File: config.mk
export PLATFORM = sky130hd
export DESIGN_NAME = instr_encoder
export DESIGN_NICKNAME = d
export VERILOG_FILES = /design/src/rtl/instr_encoder_pkg.sv /design/src/rtl/instr_word_pack.sv /design/src/rtl/instr_encoder.sv
export SDC_FILE = /design/constraint.sdc
export NUM_CORES = 1
export LEC_CHECK = 0
export ABC_AREA = 0
export BUFFER_PORTS_ARGS = -buffer_cell sky130_fd_sc_hd__buf_2
export CELL_PAD_IN_SITES_DETAIL_PLACEMENT = 0
export CELL_PAD_IN_SITES_GLOBAL_PLACEMENT = 1
export CORE_MARGIN = 2
export CORE_UTILIZATION = 25
export CTS_BUF_LIST = sky130_fd_sc_hd__clkbuf_16
export DETAILED_ROUTE_END_ITERATION = 10
export PLACE_DENSITY = 0.6
export SLEW_MARGIN = 20
export SYNTH_ARGS = -nofsm -noshare
export SYNTH_HDL_FRONTEND = slang
export SYNTH_SLANG_ARGS = --single-unit
File: constraint.sdc
create_clock -name clk_i -period 4.05 [get_ports clk_i]
set_input_delay 0.2025 -clock clk_i [delete_from_list [all_inputs] [get_ports clk_i]]
set_output_delay 0.2025 -clock clk_i [all_outputs]
set_load 0.01 [all_outputs]
File: src/rtl/instr_encoder_pkg.sv
// Shared MIPS encoding definitions: opcode constants, op_sel encoding,
// instruction field bit positions, encoder FSM states and word-packing helpers.
package instr_encoder_pkg;

    // Primary 6-bit opcodes (shared with the CPU opcode decoder)
    localparam logic [5:0] OPC_RTYPE = 6'b000000;
    localparam logic [5:0] OPC_ADDI  = 6'b001000;
    localparam logic [5:0] OPC_BEQ   = 6'b000100;
    localparam logic [5:0] OPC_BNE   = 6'b000101;
    localparam logic [5:0] OPC_LUI   = 6'b001111;
    localparam logic [5:0] OPC_ORI   = 6'b001101;
    localparam logic [5:0] OPC_SLTIU = 6'b001011;
    localparam logic [5:0] OPC_J     = 6'b000010;
    localparam logic [5:0] OPC_JAL   = 6'b000011;
    localparam logic [5:0] OPC_BLEZ  = 6'b000110;
    localparam logic [5:0] OPC_BGTZ  = 6'b000111;
    localparam logic [5:0] OPC_LW    = 6'b100011;
    localparam logic [5:0] OPC_SW    = 6'b101011;

    // Field bit positions within a 32-bit instruction word
    localparam int OP_MSB  = 31;
    localparam int OP_LSB  = 26;
    localparam int RS_MSB  = 25;
    localparam int RS_LSB  = 21;
    localparam int RT_MSB  = 20;
    localparam int RT_LSB  = 16;
    localparam int RD_MSB  = 15;
    localparam int RD_LSB  = 11;
    localparam int SH_MSB  = 10;
    localparam int SH_LSB  = 6;
    localparam int FN_MSB  = 5;
    localparam int FN_LSB  = 0;
    localparam int IMM_MSB = 15;
    localparam int TGT_MSB = 25;

    // op_sel encoding; values 14 and 15 are illegal
    typedef enum logic [3:0] {
        SEL_R     = 4'd0,
        SEL_ADDI  = 4'd1,
        SEL_BEQ   = 4'd2,
        SEL_BNE   = 4'd3,
        SEL_LUI   = 4'd4,
        SEL_ORI   = 4'd5,
        SEL_SLTIU = 4'd6,
        SEL_J     = 4'd7,
        SEL_JAL   = 4'd8,
        SEL_BLEZ  = 4'd9,
        SEL_BGTZ  = 4'd10,
        SEL_LW    = 4'd11,
        SEL_SW    = 4'd12,
        SEL_LI    = 4'd13
    } op_sel_e;

    typedef enum logic [1:0] {
        ST_IDLE = 2'd0,
        ST_LI2  = 2'd1,
        ST_FULL = 2'd2
    } enc_state_e;

    function automatic logic [31:0] pack_r(input logic [4:0] rs, input logic [4:0] rt,
                                           input logic [4:0] rd, input logic [4:0] shamt,
                                           input logic [5:0] funct);
        logic [31:0] w;
        w                 = '0;
        w[OP_MSB:OP_LSB]  = OPC_RTYPE;
        w[RS_MSB:RS_LSB]  = rs;
        w[RT_MSB:RT_LSB]  = rt;
        w[RD_MSB:RD_LSB]  = rd;
        w[SH_MSB:SH_LSB]  = shamt;
        w[FN_MSB:FN_LSB]  = funct;
        return w;
    endfunction

    function automatic logic [31:0] pack_i(input logic [5:0] opc, input logic [4:0] rs,
                                           input logic [4:0] rt, input logic [15:0] imm);
        logic [31:0] w;
        w                 = '0;
        w[OP_MSB:OP_LSB]  = opc;
        w[RS_MSB:RS_LSB]  = rs;
        w[RT_MSB:RT_LSB]  = rt;
        w[IMM_MSB:0]      = imm;
        return w;
    endfunction

    function automatic logic [31:0] pack_j(input logic [5:0] opc, input logic [25:0] target);
        logic [31:0] w;
        w                 = '0;
        w[OP_MSB:OP_LSB]  = opc;
        w[TGT_MSB:0]      = target;
        return w;
    endfunction

endpackage

File: src/rtl/instr_word_pack.sv
// Combinational packing of an op_sel request into one 32-bit MIPS word.
// Ports: op_sel_i, rs_i/rt_i/rd_i/shamt_i, funct_i, imm_i request fields;
//        li_phase_i selects the li half (0: lui rt,imm[31:16]; 1: ori rt,rt,imm[15:0]);
//        word_o encoded word, illegal_o set for op_sel 14/15.
module instr_word_pack
    import instr_encoder_pkg::*;
(
    input  logic [3:0]  op_sel_i,
    input  logic [4:0]  rs_i,
    input  logic [4:0]  rt_i,
    input  logic [4:0]  rd_i,
    input  logic [4:0]  shamt_i,
    input  logic [5:0]  funct_i,
    input  logic [31:0] imm_i,
    input  logic        li_phase_i,
    output logic [31:0] word_o,
    output logic        illegal_o
);

    always_comb begin
        word_o    = '0;
        illegal_o = 1'b0;
        case (op_sel_i)
            SEL_R:     word_o = pack_r(rs_i, rt_i, rd_i, shamt_i, funct_i);
            SEL_ADDI:  word_o = pack_i(OPC_ADDI,  rs_i, rt_i, imm_i[15:0]);
            SEL_BEQ:   word_o = pack_i(OPC_BEQ,   rs_i, rt_i, imm_i[15:0]);
            SEL_BNE:   word_o = pack_i(OPC_BNE,   rs_i, rt_i, imm_i[15:0]);
            SEL_LUI:   word_o = pack_i(OPC_LUI,   5'd0, rt_i, imm_i[15:0]);
            SEL_ORI:   word_o = pack_i(OPC_ORI,   rs_i, rt_i, imm_i[15:0]);
            SEL_SLTIU: word_o = pack_i(OPC_SLTIU, rs_i, rt_i, imm_i[15:0]);
            SEL_J:     word_o = pack_j(OPC_J,   imm_i[25:0]);
            SEL_JAL:   word_o = pack_j(OPC_JAL, imm_i[25:0]);
            SEL_BLEZ:  word_o = pack_i(OPC_BLEZ, rs_i, 5'd0, imm_i[15:0]);
            SEL_BGTZ:  word_o = pack_i(OPC_BGTZ, rs_i, 5'd0, imm_i[15:0]);
            SEL_LW:    word_o = pack_i(OPC_LW,    rs_i, rt_i, imm_i[15:0]);
            SEL_SW:    word_o = pack_i(OPC_SW,    rs_i, rt_i, imm_i[15:0]);
            SEL_LI: begin
                if (li_phase_i) word_o = pack_i(OPC_ORI, rt_i, rt_i, imm_i[15:0]);
                else            word_o = pack_i(OPC_LUI, 5'd0, rt_i, imm_i[31:16]);
            end
            default:   illegal_o = 1'b1;
        endcase
    end

endmodule

File: src/rtl/instr_encoder.sv
// Encodes instruction requests into MIPS words and writes them sequentially
// into instruction memory from BASE_ADDR upward, up to DEPTH_WORDS words.
// Ports: clk_i, rst_i (async, active high), clear_i (sync restart);
//        req_valid_i/req_ready_o handshake with op_sel_i and field inputs;
//        imem_we_o/imem_addr_o/imem_data_o registered write port;
//        count_o words written, full_o capacity reached, err_o rejection pulse.
//
// state   | meaning
// IDLE    | ready for a request
// LI2     | emitting the ori half of an li
// FULL    | capacity reached, waiting for clear or reset
module instr_encoder
    import instr_encoder_pkg::*;
#(
    parameter logic [31:0] BASE_ADDR   = 32'h0000_0000,
    parameter int          DEPTH_WORDS = 128
) (
    input  logic        clk_i,
    input  logic        rst_i,
    input  logic        clear_i,
    input  logic        req_valid_i,
    output logic        req_ready_o,
    input  logic [3:0]  op_sel_i,
    input  logic [4:0]  rs_i,
    input  logic [4:0]  rt_i,
    input  logic [4:0]  rd_i,
    input  logic [4:0]  shamt_i,
    input  logic [5:0]  funct_i,
    input  logic [31:0] imm_i,
    output logic        imem_we_o,
    output logic [31:0] imem_addr_o,
    output logic [31:0] imem_data_o,
    output logic [7:0]  count_o,
    output logic        full_o,
    output logic        err_o
);

    localparam logic [7:0] DEPTH_CNT = 8'(DEPTH_WORDS);
    localparam logic [7:0] LAST_SLOT = 8'(DEPTH_WORDS - 1);

    enc_state_e  state_q, state_d;
    logic [31:0] ptr_q, ptr_d;
    logic [31:0] waddr_q, waddr_d;
    logic [31:0] data_q, data_d;
    logic [7:0]  cnt_q, cnt_d;
    logic        we_q, we_d;
    logic        err_q, err_d;
    logic [4:0]  li_rt_q, li_rt_d;
    logic [15:0] li_lo_q, li_lo_d;

    logic        in_li2;
    logic        accept;
    logic        is_li;
    logic [3:0]  pk_op_sel;
    logic [4:0]  pk_rt;
    logic [31:0] pk_imm;
    logic [31:0] pk_word;
    logic        pk_illegal;

    // In LI2 the packer is fed the fields captured with the li request
    assign in_li2    = (state_q == ST_LI2);
    assign pk_op_sel = in_li2 ? 4'(SEL_LI) : op_sel_i;
    assign pk_rt     = in_li2 ? li_rt_q : rt_i;
    assign pk_imm    = in_li2 ? {16'h0000, li_lo_q} : imm_i;

    instr_word_pack u_pack (
        .op_sel_i   (pk_op_sel),
        .rs_i       (rs_i),
        .rt_i       (pk_rt),
        .rd_i       (rd_i),
        .shamt_i    (shamt_i),
        .funct_i    (funct_i),
        .imm_i      (pk_imm),
        .li_phase_i (in_li2),
        .word_o     (pk_word),
        .illegal_o  (pk_illegal)
    );

    assign req_ready_o = (state_q == ST_IDLE);
    assign accept      = req_valid_i && req_ready_o && !clear_i;
    assign is_li       = (op_sel_i == 4'(SEL_LI));

    always_comb begin
        state_d = state_q;
        ptr_d   = ptr_q;
        waddr_d = waddr_q;
        data_d  = data_q;
        cnt_d   = cnt_q;
        we_d    = 1'b0;
        err_d   = 1'b0;
        li_rt_d = li_rt_q;
        li_lo_d = li_lo_q;

        if (clear_i) begin
            state_d = ST_IDLE;
            ptr_d   = BASE_ADDR;
            waddr_d = BASE_ADDR;
            cnt_d   = '0;
        end else begin
            case (state_q)
                ST_IDLE: begin
                    if (accept) begin
                        // li needs two free slots; with one left it is refused whole
                        if (pk_illegal || (is_li && cnt_q == LAST_SLOT)) begin
                            err_d = 1'b1;
                        end else begin
                            we_d    = 1'b1;
                            data_d  = pk_word;
                            waddr_d = ptr_q;
                            ptr_d   = ptr_q + 32'd4;
                            cnt_d   = cnt_q + 8'd1;
                            if (is_li) begin
                                state_d = ST_LI2;
                                li_rt_d = rt_i;
                                li_lo_d = imm_i[15:0];
                            end else if (cnt_q == LAST_SLOT) begin
                                state_d = ST_FULL;
                            end
                        end
                    end
                end
                ST_LI2: begin
                    we_d    = 1'b1;
                    data_d  = pk_word;
                    waddr_d = ptr_q;
                    ptr_d   = ptr_q + 32'd4;
                    cnt_d   = cnt_q + 8'd1;
                    state_d = (cnt_q == LAST_SLOT) ? ST_FULL : ST_IDLE;
                end
                default: state_d = ST_FULL;
            endcase
        end
    end

    always_ff @(posedge clk_i or posedge rst_i) begin
        if (rst_i) begin
            state_q <= ST_IDLE;
            ptr_q   <= BASE_ADDR;
            waddr_q <= BASE_ADDR;
            data_q  <= '0;
            cnt_q   <= '0;
            we_q    <= 1'b0;
            err_q   <= 1'b0;
            li_rt_q <= '0;
            li_lo_q <= '0;
        end else begin
            state_q <= state_d;
            ptr_q   <= ptr_d;
            waddr_q <= waddr_d;
            data_q  <= data_d;
            cnt_q   <= cnt_d;
            we_q    <= we_d;
            err_q   <= err_d;
            li_rt_q <= li_rt_d;
            li_lo_q <= li_lo_d;
        end
    end

    assign imem_we_o   = we_q;
    assign imem_addr_o = waddr_q;
    assign imem_data_o = data_q;
    assign count_o     = cnt_q;
    assign full_o      = (cnt_q == DEPTH_CNT);
    assign err_o       = err_q;

endmodule

==> results of run 1 <==
worst max-delay path, cell delays in order, from the launching register on:
cell and delay (ns):
dfrtp_1 0.42, ha_1 0.19, nand3_1 0.16, nor4_2 0.42, buf_4 0.32, or2_1 0.50, buf_4 0.37, nand2_1 0.09
a21oi_1 0.15
per-stage QoR:
| stage | area, sq um | std cells | total power (W) | util, % |
|---|---|---|---|---|
| finish | 7610 | 1086 | 0.00342 | 32.4 |
| global route | 7610 | 1085 | 0.00358 | 32.4 |
| CTS | 7590 | 1081 | 0.00347 | 32.3 |
| detailed placement | 6960 | 1049 | 0.00182 | 29.7 |
| global placement | 6960 | 1049 | 0.00182 | 29.7 |
| floorplan | 5980 | 630 | 0.00165 | - |
state kept, by name (all words and copies together), names as in the netlist:
name,flops
err_o,1
imem_addr_o,31
imem_we_o,1
state_q,2
li_lo_q,16
imem_data_o,31
ptr_q,30
count_o,8
li_rt_q,5
cell families after synthesis:
| family | count (synthesis) |
|---|---|
| compound gates | 153 |
| xor+xnor | 18 |
| fa+ha+maj | 3 |
| buf+inv | 60 |
| flops | 125 |
| mux | 24 |
| other cells | 1 |
| simple gates | 246 |
area by class of cell:
| type | instances | area [sq um] |
|---|---|---|
| diodes | 4 | 10.0 |
| repair buffers | 149 | 776 |
| clock buffers | 17 | 425 |
| fillers | 2485 | 15900 |
| inverters | 12 | 50.0 |
| well taps | 319 | 399 |
| multi-input cells | 445 | 2630 |
| flip-flops and latches | 125 | 3130 |
| clock inverters | 15 | 196 |
power by group through the flow:
stage,Sequential (W),Combinational [W],Clock [W]
CTS,0.00141,0.000395,0.00167
floorplan,0.00145,0.000200,0
global route,0.00142,0.000433,0.00173
global placement,0.00142,0.000394,0
detailed placement,0.00143,0.000394,0
finish,0.00141,0.000386,0.00163
routing by layer:
metal	up-vias	GRT usage, %
li1	2510	-
met1	2508	20.3
met2	112	22.2
met3	16	3.78
met4	0	5.71
met5	-	0
placed cells by master, fill, tap and decap left out, drive strengths merged, types with 11 or more instances in the layout:
cell type  count
nor2          62
clkbuf        17
a221oi        16
xnor2         18
or3           15
a21oi         74
buf          149
nand3         13
nand2         93
o21ai         18
nor4          11
mux2          23
a32o          11
dfrtp        125
inv           14
path summary, 6_finish.rpt:
check | end | slack (ns) | cells after the start
worst max register to register | imem_addr_o[2]$_DFFE_PP0P_ | 1.32 | 8
worst max-delay path | imem_addr_o[2]$_DFFE_PP0P_ | 1.32 | 8
min in group clk_i | li_rt_q[1]$_DFFE_PP0P_ | 0.02 | 2
max in group asynchronous | ptr_q[16]$_DFFE_PP0P_ | 3.11 | 3
worst min-delay path | imem_addr_o[22]$_DFFE_PP0P_ | 0.006 | 2
worst min register to register | li_lo_q[10]$_DFFE_PP0P_ | 0.51 | 1
==> qor.csv, run 1 <==
stage,metric,value,unit
yosys,synth_top_family_by_area,simple AND/OR/NAND/NOR gates,
final_layout,fin_nets,819,
yosys,synthArstFlopShare,100,%
pwr,p_switching,0.000894,W
yosys,synth_fp_nets,699,
global_routing,grt.total_usage,14.7,%
die,die-area,0.0252,sq mm
place,dp_hpwl,12.2,mm
timing,setup_violations,0,
final_layout,drive_gt1_share,27.7,%
die,die_y,159,microns
clocking,clkLatencyLatePin,0.43,ns
pwr,switching_share,26.1,%
place,place_congestion,0.756,
global_routing,overflow,0,
route,first_pass_iters,6,
pwr,ir_worst_vdd,235,uV
yosys,synthTopCellsByArea,"dfrtp_1 (52%), a21oi_1 (6.2%), nand2_1 (5.8%)",
route,num_vias,5146,
timing,min_period_over_period,67.5,%
worst_setup_path,reg2reg_from,count_o[0]$_DFFE_PP0P_,
yosys,synth_xor_area_share,2.64,%
worst_setup_path,worstPathMaxFanout,22,
die,ios,142,
worst_setup_path,worstPathArrival,3.07,ns
timing,maxSlewHeadroom,37.2,%
yosys,synth-compound-area-share,16.3,%
yosys,synth_mux_area_share,4.50,%
clocking,htree_levels,4,
clocking,cts_root_buf,clkbuf_16,
worst_setup_path,start_kind,register,
clocking,cts_setup_buffers,0,
yosys,ys_seq_area_share,52.3,%
pwr,leakage,3.29,nW
route,viasPerCell,4.74,
timing,finalWorstSetupSlack,1.32,ns
route,drtAntennaViolNets,0,
worst_hold_path,hold_class,in2async,
yosys,yosysWarnings,0,
clocking,cts_tree,built,
timing,fmaxAchievable,366,MHz
pwr,p_comb_share,11.3,%
clocking,ctsResizeCount,0,
yosys,synth_ff_type,dfrtp_1,
yosys,ys_seq_elements,125,
timing,final.min_clock_period,2.73,ns
die,start_util,25.5,%
pwr,clkPwrFrac,47.6,%
clocking,cts-hold-fix-buffers,0,
pwr,seq_power_share,41.1,%
route,wl_met1,8.39,mm
final_layout,synthToLayoutAreaGrowth,27.4,%
global_routing,grt_max_degree,100,
yosys,yosysMostFrequentCell,dfrtp_1,
pwr,powerDensity,450,mW/mm^2
timing,whs,0.00585,ns
global_routing,grt_pass1_vias,5138,
place,dpl_worst_slack,1.29,ns
timing,hold_violations,0,
clocking,cts_sinks,125,
route,drtIter0Drc,353,
pwr,p_int,0.00253,W
yosys,postSynthAreaPerCell,9.49,sq um
timing,tightest_slew,0.942,ns
route,wire_per_inst,16.7,microns
yosys,synth_top_area_share,52.3,%
yosys,synthTopCellsByCount,"dfrtp_1 (125), nand2_1 (93), a21oi_1 (74), nor2_1 (62), clkbuf_1 (37)",
status,outcome,"complete, no violations",
die,die_w,159,microns
timing,finClkSkew,0.0178,ns
clocking,cts_inserted_buffers,17,
route,drc_errors,0,
global_routing,antenna_found_initial,3,
yosys,synthesis.area,0.00598,sq mm
worst_setup_path,crit_required,4.39,ns
route,highest_layer,met4,
timing,rsz0062_at_grt,false,
yosys,synthCells,630,
job,max-cap-violations,0,
timing,maxSlewViolCount,0,
yosys,synth-simple-area-share,19.5,%
clocking,clk_path_buf_depth,2,
place,io_buffers,140,
die,rows,56,
die,core,0.0235,sq mm
timing,fin_tns_setup,0,ns
yosys,ys_types,51,
worst_setup_path,critPathLaunch,count_o[0]$_DFFE_PP0P_,
clocking,clkTransAtPathRegs,0.06,ns
yosys,synthAdderAreaFrac,0.628,%
worst_setup_path,worst_setup_path_end_kind,register,
worst_setup_path,path_class,reg2reg,
route,routed-wl-met3,833,microns
global_routing,grt_pass1_wl,28.6,mm
yosys,synth-edff-count,0,
yosys,synth_area_leader_cell,dfrtp_1,
route,wl_met2,8.63,mm
route,wl,18.1,mm
Note: power is estimated with default switching activity, not from simulation.
==> run 2, diff against run 1 <==
--- a/config.mk
+++ b/config.mk
@@ -13,7 +13,7 @@
 export CORE_UTILIZATION = 25
 export CTS_BUF_LIST = sky130_fd_sc_hd__clkbuf_16
 export DETAILED_ROUTE_END_ITERATION = 10
-export PLACE_DENSITY = 0.6
+export PLACE_DENSITY = 0.62
 export SLEW_MARGIN = 20
 export SYNTH_ARGS = -nofsm -noshare
 export SYNTH_HDL_FRONTEND = slang
==> constraint.sdc (replaced) <==
create_clock -name clk_i -period 2.4 [get_ports clk_i]
set_input_delay 0.12 -clock clk_i [delete_from_list [all_inputs] [get_ports clk_i]]
set_output_delay 0.12 -clock clk_i [all_outputs]
set_load 0.01 [all_outputs]
==> run 2 against run 1 <==
Against the previous run:
- die area did not move
- global-route usage increased by 0.27 points
- critical endpoint is now ptr_q[28]$_DFFE_PP0P_
- largest power group is now registers
- critical path type unchanged
- worst setup slack got worse by 1.2 ns
==> qor.csv, run 2 (synthesized netlist as in run 1, its figures left out) <==
stage,metric,value,unit,change
status,outcome,"complete, no violations",,
timing,rsz0062_at_grt,false,,
timing,fmaxAchievable,437,MHz,+20%
route,wl_met1,8.34,mm,-0.55%
worst_setup_path,path_buf_inv,0,,-2
worst_setup_path,worst_setup_path_end_kind,register,,
route,routed-wl-met3,746,microns,-10%
route,wire_per_inst,16.1,microns,-3.4%
route,drtAntennaViolNets,0,,unchanged
timing,tightest_slew,0.725,ns,-0.217 ns
global_routing,grt_pass1_vias,5333,,+3.8%
die,core,0.0235,sq mm,unchanged
route,wl,18.3,mm,+0.94%
timing,maxSlewViolCount,0,,unchanged
route,wl_met2,8.81,mm,+2.1%
global_routing,grt.total_usage,15.0,%,+0.27 points
route,num_vias,5443,,+5.8%
job,max-cap-violations,0,,unchanged
worst_setup_path,crit_required,2.74,ns,-1.65 ns
final_layout,fin_nets,871,,+6.3%
route,highest_layer,met5,,
timing,setup_violations,0,,unchanged
die,rows,56,,unchanged
place,dp_hpwl,12.7,mm,+3.6%
clocking,cts_sinks,125,,unchanged
worst_setup_path,slowest_delay,0.74,ns,+0.24 ns
route,viasPerCell,4.80,,+1.2%
timing,min_period_over_period,95.3,%,+28 points
die,die_y,159,microns,unchanged
final_layout,layout_common_cells,"buf_2 (140), dfrtp_1 (125), nand2_1 (93)",,
worst_setup_path,start_kind,register,,
route,first_pass_iters,5,,-1
clocking,cts_tree,built,,
pwr,ir_worst_vdd,343,uV,+46%
timing,final.min_clock_period,2.29,ns,-0.448 ns
global_routing,antenna_found_initial,2,,-1
global_routing,grt_pass1_wl,29.1,mm,+1.9%
die,die_w,159,microns,unchanged
worst_setup_path,path_class,reg2reg,,
clocking,cts_setup_buffers,0,,unchanged
timing,fin_tns_setup,0,ns,unchanged
timing,finClkSkew,0.0124,ns,-0.00537 ns
global_routing,grt_max_degree,55,,-45%
clocking,clkLatencyLatePin,0.43,ns,about the same
worst_setup_path,critical-path-top-delay-family,simple AND/OR/NAND/NOR gates,,
pwr,fin_total_pwr,0.00546,W,+59%
clocking,clkTransAtPathRegs,0.06,ns,about the same
worst_setup_path,path_cells,and4b_1 > or3_4 > or4_1 > or3_1 > a21oi_1,,
final_layout,drive_gt1_share,28.8,%,+1.2 points
worst_setup_path,worstPathMaxFanout,12,,-45%
route,drtIter0Drc,351,,-0.57%
final_layout,final_common_cell,buf_2,,
place,place_congestion,0.780,,+3.2%
final_layout,synthToLayoutAreaGrowth,34.4,%,
global_routing,overflow,0,,unchanged
place,io_buffers,140,,unchanged
clocking,htree_levels,4,,unchanged
timing,hold_violations,0,,unchanged
die,ios,142,,unchanged
timing,maxSlewHeadroom,51.6,%,+14 points
clocking,clk_path_buf_depth,2,,unchanged
worst_setup_path,slowest_stage,or4_1,,
die,start_util,25.5,%,unchanged
clocking,cts_root_buf,clkbuf_16,,
pwr,powerDensity,680,mW/mm^2,+51%
worst_setup_path,worstPathArrival,2.63,ns,-0.44 ns
pwr,leakage,3.50,nW,+6.5%
worst_hold_path,hold_class,in2reg,,
clocking,cts_inserted_buffers,17,,unchanged
die,die-area,0.0252,sq mm,unchanged
route,drc_errors,0,,unchanged
-- run 2: per-layer routing --
metal / vias to the layer above / global-route usage, %
met5: - / 0
met4: 2 / 5.32
met3: 30 / 3.59
met2: 105 / 23.4
met1: 2688 / 20.4
li1: 2618 / -
-- run 2: worst paths after layout --
check | startpoint | endpoint | slack [ns] | cells past startpoint
min reg2reg | imem_data_o[27]$_DFFE_PP0P_ | imem_data_o[27]$_DFFE_PP0P_ | 0.51 | 1
max | state_q[0]$_DFFE_PP0P_ | ptr_q[28]$_DFFE_PP0P_ | 0.11 | 5
min in group asynchronous | rst_i | imem_addr_o[18]$_DFFE_PP0P_ | 0.37 | 3
max in group asynchronous | rst_i | imem_addr_o[3]$_DFFE_PP0P_ | 1.32 | 4
min | rs_i[1] | imem_data_o[22]$_DFFE_PP0P_ | 0.01 | 3
max reg2reg | state_q[0]$_DFFE_PP0P_ | ptr_q[28]$_DFFE_PP0P_ | 0.11 | 5
-- run 2: layout make-up --
| class | instances | area (sq um) |
|---|---|---|
| well taps | 319 | 399 |
| clock inverters | 15 | 115 |
| multi-input cells | 445 | 2640 |
| repair buffers | 201 | 1280 |
| fillers | 2463 | 15400 |
| clock buffers | 17 | 425 |
| inverters | 12 | 48.8 |
| diodes | 1 | 2.50 |
| flip-flops and latches | 125 | 3130 |
-- run 2: power by group --
part / internal, W / switching, W / leakage [nW] / total, W
logic: 0.000320 / 0.000398 / 1.61 / 0.000718
clock network: 0.00133 / 0.00103 / 0.254 / 0.00237
registers: 0.00228 / 0.0000974 / 1.64 / 0.00237
-- run 2: through the flow --
stage               utilization (%)  cell area, sq um  worst slack [ns]  std cells  hold WS [ns]
floorplan                         -              5980            0.0895        630         0.268
global placement               30.7              7210             0.178       1075         0.277
detailed placement             30.7              7210             0.138       1075         0.282
CTS                            34.2              8020             0.100       1134       0.00375
global route                   34.2              8030           0.00260       1135        0.0155
finish                         34.2              8030             0.113       1135        0.0127
-- run 2: worst register-to-register path, cell delays in order, from the launching register on --
cell and delay [ns]:
dfrtp_1 0.33, and4b_1 0.18, or3_4 0.39, or4_1 0.74, or3_1 0.43, a21oi_1 0.14
-- run 2: repair_timing --
item | in CTS | in global routing
hold endpoints to repair | 57 | 0
hold buffers | 27 | 0
endpoints found under the setup margin | 0 | 66
gates resized for setup | 0 | 1
